`config.mk`:
```
export PLATFORM = sky130hd
export DESIGN_NAME = two_digit_count_ctrl
export DESIGN_NICKNAME = d
export VERILOG_FILES = /design/src/rtl/two_digit_count_ctrl.sv
export SDC_FILE = /design/constraint.sdc
export NUM_CORES = 1
export LEC_CHECK = 0
export ABC_AREA = 1
export CORE_MARGIN = 2
export CORE_UTILIZATION = 45
export DETAILED_ROUTE_END_ITERATION = 8
export GPL_TIMING_DRIVEN = 0
export PLACE_DENSITY = 0.75
export SETUP_SLACK_MARGIN = 0.2
export SLEW_MARGIN = 15
export SYNTH_ARGS = -nofsm -noshare
export SYNTH_HDL_FRONTEND = slang
export SYNTH_SLANG_ARGS = --single-unit
export TNS_END_PERCENT = 1
```
`constraint.sdc`:
```
create_clock -name clk -period 1.8 [get_ports clk]
set_input_delay 0.27 -clock clk [delete_from_list [all_inputs] [get_ports clk]]
set_output_delay 0.27 -clock clk [all_outputs]
set_load 0.01 [all_outputs]
```
`src/rtl/two_digit_count_ctrl.sv`:
```
// rtl/two_digit_count_ctrl.sv - two-digit BCD up/down counter controller with run/stop, clear and load
module two_digit_count_ctrl #(
    parameter int TICK_DIV = 50000000,
    parameter int CNT_W    = 26
) (
    input  logic       clk,
    input  logic       reset,
    input  logic       btn_run,
    input  logic       btn_clr,
    input  logic       dir_down,
    input  logic       load,
    input  logic [7:0] load_val,
    output logic [3:0] ones,
    output logic [3:0] tens,
    output logic       running,
    output logic       wrap
);

    typedef enum logic {
        ST_STOP = 1'b0,
        ST_RUN  = 1'b1
    } state_t;

    localparam logic [CNT_W-1:0] TICK_LAST = CNT_W'(TICK_DIV - 1);

    state_t           state_q, state_d;
    logic [CNT_W-1:0] pre_q, pre_d;
    logic [3:0]       ones_q, ones_d;
    logic [3:0]       tens_q, tens_d;
    logic             running_q, running_d;
    logic             wrap_q, wrap_d;
    logic             btn_run_q, btn_run_d;
    logic             btn_clr_q, btn_clr_d;
    logic             armed_q, armed_d;

    logic rise_run;
    logic rise_clr;
    logic tick;

    function automatic logic [3:0] bcd_clamp(input logic [3:0] n);
        return (n > 4'd9) ? 4'd9 : n;
    endfunction

    // The edge registers restart at 0 out of reset; armed_q masks the first
    // cycle so a key held through reset release is not seen as a fresh press.
    always_comb begin
        btn_run_d = btn_run;
        btn_clr_d = btn_clr;
        armed_d   = 1'b1;
        rise_run  = btn_run & ~btn_run_q & armed_q;
        rise_clr  = btn_clr & ~btn_clr_q & armed_q;
    end

    assign tick = (state_q == ST_RUN) && (pre_q == TICK_LAST);

    always_ff @(posedge clk) begin
        if (reset) begin
            state_q   <= ST_STOP;
            pre_q     <= '0;
            ones_q    <= 4'd0;
            tens_q    <= 4'd0;
            running_q <= 1'b0;
            wrap_q    <= 1'b0;
            btn_run_q <= 1'b0;
            btn_clr_q <= 1'b0;
            armed_q   <= 1'b0;
        end else begin
            state_q   <= state_d;
            pre_q     <= pre_d;
            ones_q    <= ones_d;
            tens_q    <= tens_d;
            running_q <= running_d;
            wrap_q    <= wrap_d;
            btn_run_q <= btn_run_d;
            btn_clr_q <= btn_clr_d;
            armed_q   <= armed_d;
        end
    end

    always_comb begin
        state_d = state_q;
        case (state_q)
            ST_STOP: if (rise_run) state_d = ST_RUN;
            ST_RUN:  if (rise_run) state_d = ST_STOP;
            default: state_d = ST_STOP;
        endcase
    end

    always_comb begin
        running_d = (state_d == ST_RUN);
    end

    // Prescaler only advances while staying in RUN; any stop or clear discards it.
    always_comb begin
        pre_d = pre_q;
        if (state_d != ST_RUN || state_q != ST_RUN || rise_clr) begin
            pre_d = '0;
        end else if (tick) begin
            pre_d = '0;
        end else begin
            pre_d = pre_q + CNT_W'(1);
        end
    end

    always_comb begin
        ones_d = ones_q;
        tens_d = tens_q;
        wrap_d = 1'b0;
        if (rise_clr) begin
            ones_d = 4'd0;
            tens_d = 4'd0;
        end else if (tick) begin
            if (!dir_down) begin
                if (ones_q >= 4'd9) begin
                    ones_d = 4'd0;
                    if (tens_q >= 4'd9) begin
                        tens_d = 4'd0;
                        wrap_d = 1'b1;
                    end else begin
                        tens_d = tens_q + 4'd1;
                    end
                end else begin
                    ones_d = ones_q + 4'd1;
                end
            end else begin
                if (ones_q == 4'd0) begin
                    ones_d = 4'd9;
                    if (tens_q == 4'd0) begin
                        tens_d = 4'd9;
                        wrap_d = 1'b1;
                    end else begin
                        tens_d = tens_q - 4'd1;
                    end
                end else begin
                    ones_d = ones_q - 4'd1;
                end
            end
        end else if (state_q == ST_STOP && load) begin
            ones_d = bcd_clamp(load_val[3:0]);
            tens_d = bcd_clamp(load_val[7:4]);
        end
    end

    assign ones    = ones_q;
    assign tens    = tens_q;
    assign running = running_q;
    assign wrap    = wrap_q;

endmodule

```
==> metrics, run 1 <==
H-tree levels 2; Initial Utilization 45.9%; max_cap viols 0; CP startpoint kind flop; crit path max fanout 5; fillers 544; hold crit path type flop to flop; minimum clock period 1660 ps; final period utilization 92.2%; Layout area overhead 23.8%; DP HPWL 4.31 mm; Pwr Density 587 mW/mm^2; grt ovf 0; area of the multi-input gates 0.00159 mm^2; Pleak 1.16 nW; final number of setup-violating endpoints 0; DRT Pass-1 Iters 4; placed insts 466; vias in the first global route 2314; vias per cell 5.17; Post-synth EDFFs 0; status completed; Boundary Pins 24; DRT iter0 DRCs 129; fraction of registers with async set or reset after synthesis 0%; die width 78.2 um; Worst EP arrival 1860 ps; final core occ 56.8%; largest net degree at the start of global routing 13; worst clock skew 5.03 ps; Total Routing Usage GR 20.9%; global-route wire length before repair 10.3 mm; Setup TNS 0 ps; Worst VDD drop 0.462 mV; Reg2Reg Depth 9; worst-case clock buffer depth 2; FF+latch area 793 um^2; FMAX 0.603 GHz; syn nets 395; Synth Flop Type dfxtp_1; Placed Area 0.00280 mm^2; GPL Wtd Cong 0.919; fin area 0.00307 mm^2; DRC viols 0; max-slew violations 0; FF+latch count, synth 39; Syn Area/Cell 6.68 um^2; # diodes 0; CTS tree done; cell depth of the worst min-delay path 1; CTS Buf Count 5; Clock transition at path regs 80 ps; Post-CTS Hold Buffers 0; WP data required 2000 ps; Pwr Total 1.80 mW; num rows 27; ratio of cells with drive above 1 in the final layout 18.0%; RSZ-0062 raised after global routing true; Post-Syn Area 0.00248 mm^2; initial antenna violation count 0; Syn Inst Count 371; worst-skew pair later-pin latency 300 ps; CTS Sinks 39; Detailed Route WL 6.13 mm; die area 0.00612 mm^2; clk root buf clkbuf_8; Synthesis Warnings 0; library cells used by synthesis 36; ANT nets after route 0; vias 2500; relative slew slack 73.7%; post-synthesis sequential area ratio 31.5%; pre-CTS setup slack -109 ps; CP Capture Type flop; worst hold slack 454 ps; Setup CP Type flop to flop; Final nets 435; chip height 78.2 um; worst setup slack after layout 141 ps; Worst-Margin Slew 394 ps; Cell Count, Final, Fillers Out 484; port bufs 23; final hold viol count 0; DR WL/cell 12.7 um; Core ar. 0.00541 mm^2
## critical path: stages, from the launching register on
cell     delay (ps)
dfxtp_4         380
ha_4            160
nand3_4         110
inv_2            90
nand2_2          80
nor2_4          200
nand4_1         180
nor2_2          160
xor2_1          160
nor2_1           50
## sequential cells by signal, indices dropped and copies added (netlist names)
name and count:
pre_q 26, armed_q 1, tens 4, wrap 1, btn_clr_q 1, running 1, ones 4, btn_run_q 1
## Yosys cell counts (3+ instances only)
cell	n	share of area [%]
nor2_2	4	1.0
nand2_1	74	11
o21ai_1	4	0.81
nor3_1	10	2.0
nor2_4	5	2.3
ha_1	10	5.0
inv_1	44	6.7
inv_2	4	0.61
nand3_1	32	6.5
nor2_1	55	8.3
nand3_2	3	1.2
a21oi_1	18	3.6
xor2_1	7	2.5
nand4_1	13	3.3
dfxtp_1	39	31
o21ai_0	21	4.2
## per-layer routing
metal  vias to the layer above  track usage (%)  wire length (um)
met4                         0             6.49                89
met2                        60             33.7              2820
li1                       1288                -                 -
met1                      1144             28.1              2920
met5                         -                0                 0
met3                         8             4.14               301
## path summary, 6_finish.rpt
path | from | end | slack [ps]
hold / removal | pre_q[0] | pre_q[0] | 450
setup / recovery | pre_q[0] | pre_q[16] | 140
hold reg to reg | pre_q[0] | pre_q[0] | 450
setup reg to reg | pre_q[0] | pre_q[16] | 140
## layout by cell type, fill, tap and decap left out, types with 2 or more instances in the layout
| master | n |
|---|---|
| xnor2_1 | 2 |
| nand2_2 | 5 |
| nand2_4 | 2 |
| clkdlybuf4s50_1 | 23 |
| nor2_1 | 49 |
| inv_1 | 39 |
| nor2_4 | 7 |
| ha_1 | 9 |
| and3_1 | 2 |
| dfxtp_1 | 31 |
| buf_4 | 10 |
| o21ai_0 | 20 |
| nor2_2 | 8 |
| nand3_1 | 31 |
| nand3_2 | 3 |
| nor3_1 | 8 |
| or2_2 | 2 |
| xor2_1 | 7 |
| clkbuf_1 | 2 |
| nor3_2 | 3 |
| buf_6 | 2 |
| nand4_1 | 13 |
| o21ai_1 | 3 |
| clkbuf_8 | 5 |
| dfxtp_2 | 7 |
| nand2_1 | 72 |
| a21oi_1 | 18 |
| nand3_4 | 3 |
| inv_2 | 9 |
## power by group
group / internal (mW) / switching, mW
registers: 0.883 / 0.0268
logic: 0.129 / 0.161
clock network: 0.271 / 0.331
total: 1.28 / 0.519
## layout make-up
| cell class | count | area share (%) |
|---|---|---|
| tap | 72 | 2.93 |
| multi-input combinational | 280 | 51.7 |
| sequential | 39 | 25.8 |
| buffer | 4 | 1.10 |
| clock inverter | 2 | 0.407 |
| timing repair buffer | 32 | 9.70 |
| clock buffer | 6 | 2.36 |
| inverter | 49 | 5.99 |
## cell families after synthesis
| logic type | synth area share [%] |
|---|---|
| AOI/OAI and AO/OA | 10.2 |
| adders and majority gates | 5.05 |
| buffers and inverters | 8.27 |
| DFF | 31.5 |
| and+or+nand+nor | 41.8 |
| xor gates and xnor gates | 3.18 |
## timing repair
action	in CTS	in global routing
gates resized for setup	17	21
pin swaps	3	9
setup buffers	3	6
hold endpoints to repair	0	0
gates cloned	1	0
setup endpoints to repair	36	37
No activity file was read; power rests on OpenSTA's default activity.
==> inputs of run 2 (changes only) <==
--- a/config.mk
+++ b/config.mk
@@ -10,7 +10,7 @@
 export CORE_UTILIZATION = 45
 export DETAILED_ROUTE_END_ITERATION = 8
 export GPL_TIMING_DRIVEN = 0
-export PLACE_DENSITY = 0.75
+export PLACE_DENSITY = 0.65
 export SETUP_SLACK_MARGIN = 0.2
 export SLEW_MARGIN = 15
 export SYNTH_ARGS = -nofsm -noshare
==> metrics, run 2 (synthesis results as in run 1) <==
CTS tree done; crit path max fanout 6; RSZ-0062 raised after global routing true; largest net degree at the start of global routing 12; Initial Utilization 45.9%; Worst path max stage delay 590 ps; Largest Register pre_q; clock share of power 32.9%; Setup CP Type flop to primary output; Int Pwr 1.29 mW; Pwr Density 581 mW/mm^2; Post-CTS Hold Buffers 0; CP Capture Type primary output; hold crit path type flop to flop; GPL Wtd Cong 0.885; die area 0.00612 mm^2; commonest non-fill, non-tap cells in the layout 71 x nand2_1, 51 x nor2_1, 39 x inv_1; Pleak 1.18 nW; Comb pwr share 16.6%; ratio of cells with drive above 1 in the final layout 19.8%; FMAX 0.616 GHz; vias in the first global route 2262; CTS Buf Count 5; minimum clock period 1620 ps; CP Buf/Inv Count 1; num rows 27; H-tree levels 2; Detailed Route WL 6.05 mm; ANT nets after route 0; sequential power share 50.5%; Worst-Margin Slew 464 ps; DRT Pass-1 Iters 4; worst hold slack 461 ps; final number of setup-violating endpoints 0; DRT iter0 DRCs 160; global-route wire length before repair 10.0 mm; chip height 78.2 um; Clock transition at path regs 80 ps; Final nets 437; CP startpoint kind flop; clk root buf clkbuf_8; DP HPWL 4.44 mm; status completed; grt ovf 0; worst clock skew 2.84 ps; vias 2504; critical path's top delay family buffers and inverters; worst-case clock buffer depth 2; max FFs per register 26; final hold viol count 0; # diodes 0; Core ar. 0.00541 mm^2; final period utilization 90.2%; Layout area overhead 24.9%; relative slew slack 68.8%; commonest non-fill, non-tap cell in the layout nand2_1; max-slew violations 0; worst-skew pair later-pin latency 300 ps; Worst VDD drop 0.433 mV; port bufs 23; Crit-path slowest cell clkdlybuf4s50_1; die width 78.2 um; Switch Pwr 0.509 mW; Total Routing Usage GR 20.4%; CTS Sinks 39; Worst EP arrival 1350 ps; crit path cell chain clkdlybuf4s50_1; Placed Area 0.00280 mm^2; WP data required 1530 ps; initial antenna violation count 0; DR WL/cell 12.5 um; fin area 0.00310 mm^2; DRC viols 0; vias per cell 5.15; Boundary Pins 24; Net Sw Frac 28.2%; max_cap viols 0
==> run 2: changes by cell type in the layout (fill, tap and decap cells not counted), sizes merged <==
cell | before | now
clkinv | 2 | 1
buf | 12 | 14
clkbuf | 7 | 8
==> run 2: area by class of cell <==
class / count / area (um^2)
plain buffers: 4 / 33.8
inverters: 49 / 188
well taps: 72 / 90.1
clock inverters: 1 / 5.00
clock buffers: 7 / 76.3
repair buffers: 34 / 313
flip-flops and latches: 39 / 803
multi-input cells: 280 / 1590
fillers: 547 / 2310
==> run 2: path summary, 6_finish.rpt <==
path	from	to	slack, ps	cells past startpoint
max reg2reg	pre_q[0]	tens[1]	230	10
max	ones[3]	ones[3]	180	1
min	pre_q[0]	pre_q[0]	460	1
min reg2reg	pre_q[0]	pre_q[0]	460	1
==> run 2: metal layers <==
metal,track usage (%),wire (um),vias to the layer above
met3,2.99,280,5
met2,32.4,2710,58
met1,27.9,2990,1131
met5,0,0,-
li1,-,-,1310
met4,7.72,72,0
==> run 2: power by group through the flow <==
stage	registers (mW)	clock network, mW	logic, mW
2_1_floorplan	0.930	0	0.159
3_3_place_gp	0.927	0	0.265
3_5_place_dp	0.928	0	0.267
4_1_cts	0.908	0.610	0.276
5_1_grt	0.913	0.638	0.337
6_report	0.909	0.593	0.299
==> run 2: through the flow <==
step	util [%]	power [mW]	cells	TNS (ps)	setup WS, ps
6_report	57.3	1.80	486	0	176
2_1_floorplan	-	1.09	371	0	216
4_1_cts	54.6	1.79	476	0	169
3_5_place_dp	51.8	1.19	466	-4290	-194
3_3_place_gp	51.8	1.19	466	-2570	-131
5_1_grt	57.3	1.89	486	0	102
==> run 2: repair_timing <==
item	CTS	global route
setup endpoints to repair	36	37
resized for setup	18	31
endpoints found under the hold margin	0	0
buffers inserted	2	9
cloned	0	1
pin swaps	3	12
==> inputs of run 3 (changes only) <==
==> constraint.sdc (replaced) <==
create_clock -name clk -period 1.7 [get_ports clk]
set_input_delay 0.255 -clock clk [delete_from_list [all_inputs] [get_ports clk]]
set_output_delay 0.255 -clock clk [all_outputs]
set_load 0.01 [all_outputs]
==> metrics, run 3 (synthesis results as in run 1) <==
status completed; Comb pwr share 15.1%; pre-CTS setup slack -213 ps; Net Sw Frac 25.8%; ratio of cells with drive above 1 in the final layout 21.4%; chip height 78.2 um; DRT iter0 DRCs 173; final number of setup-violating endpoints 0; Final nets 438; crit path cell chain buf_4 > nand2_1 > nor2_2 > nand2_1 > nor2_4 > nand4_1 > nor2_1 > xor2_1 > nor2_1; largest net degree at the start of global routing 13; vias per cell 5.15; Boundary Pins 24; DRT Pass-1 Iters 5; Setup TNS 0 ps; ANT nets after route 0; Placed Area 0.00282 mm^2; final period utilization 93.2%; minimum clock period 1590 ps; Worst EP arrival 1770 ps; crit path max fanout 8; FMAX 0.631 GHz; worst clock skew 5.61 ps; CTS tree done; CTS Buf Count 5; Pwr Density 662 mW/mm^2; Initial Utilization 45.9%; Largest Register pre_q; GPL Wtd Cong 0.893; worst-case clock buffer depth 2; # diodes 0; WP data required 1890 ps; Setup CP Type flop to flop; Pleak 1.23 nW; hold crit path type flop to flop; Core ar. 0.00541 mm^2; worst-skew pair later-pin latency 290 ps; global-route wire length before repair 10.9 mm; Worst path max stage delay 310 ps; worst setup slack after layout 115 ps; port bufs 23; commonest non-fill, non-tap cell in the layout nand2_1; sequential power share 46.0%; Clock transition at path regs 80 ps; RSZ-0062 raised after global routing true; Worst VDD drop 0.328 mV; vias in the first global route 2411; vias 2508; Detailed Route WL 6.22 mm; Switch Pwr 0.541 mW; final hold viol count 0; DRC viols 0; H-tree levels 2; grt ovf 0; num rows 27; fin area 0.00316 mm^2; clock share of power 38.9%; initial antenna violation count 0; Total Routing Usage GR 21.9%; CP Capture Type flop; max FFs per register 26; Int Pwr 1.55 mW; CTS Sinks 39; die area 0.00612 mm^2; max-slew violations 0; relative slew slack 71.0%; die width 78.2 um; Crit-path slowest cell dfxtp_1; Layout area overhead 27.6%; commonest non-fill, non-tap cells in the layout 72 x nand2_1, 49 x nor2_1, 38 x inv_1; CP startpoint kind flop; max_cap viols 0; Worst-Margin Slew 435 ps; DP HPWL 4.52 mm; clk root buf clkbuf_8; DR WL/cell 12.8 um
==> run 3: metrics by stage <==
stage | hold slack (ps) | util [%] | std cells | power [mW]
2_1_floorplan | 322 | - | 371 | 1.16
3_3_place_gp | 466 | 52.2 | 466 | 1.26
3_5_place_dp | 472 | 52.2 | 466 | 1.27
4_1_cts | 493 | 57.7 | 486 | 2.11
5_1_grt | 501 | 58.5 | 487 | 2.19
6_report | 484 | 58.5 | 487 | 2.10
==> run 3: final cells by class <==
type,count,area [um^2]
multi-input cells,280,1600
flip-flops and latches,39,806
well taps,72,90.1
clock buffers,6,82.6
clock inverters,2,35.0
repair buffers,35,332
fillers,517,2240
inverters,49,184
plain buffers,4,37.5
==> run 3: power groups by stage <==
stage                     registers, mW  clock network (mW)  logic [mW]
after floorplan                   0.986                   0       0.169
after global placement            0.983                   0       0.280
after detailed placement          0.984                   0       0.285
after CTS                         0.963               0.834       0.314
after global routing              0.967               0.864       0.361
final                             0.963               0.815       0.317
==> run 3: worst paths after layout <==
kind,depth (start not counted),slack [ps],from,to
setup / recovery,9,110,pre_q[6],pre_q[16]
hold reg to reg,1,480,pre_q[20],pre_q[20]
hold / removal,1,480,pre_q[20],pre_q[20]
setup reg to reg,9,110,pre_q[6],pre_q[16]
==> run 3: layer usage <==
metal | track usage, % | up-vias | wire [um]
met5 | 0 | - | 0
met4 | 7.72 | 0 | 79
met3 | 2.64 | 8 | 272
met2 | 35.3 | 59 | 2870
met1 | 30.2 | 1145 | 2990
li1 | - | 1296 | -
==> run 3: critical path: cells and delay by family (launching register included) <==
kind          cells  cell delay (ps)
flops             1              310
xor+xnor          1              160
simple gates      7              870
buf+inv           1              150
==> run 3: timing repair <==
item / CTS / global route
gates cloned: 1 / 0
pin swaps: 10 / 9
endpoints found under the setup margin: 41 / 42
hold buffers: 0 / 0
gates resized for setup: 36 / 15
setup buffers: 11 / 1
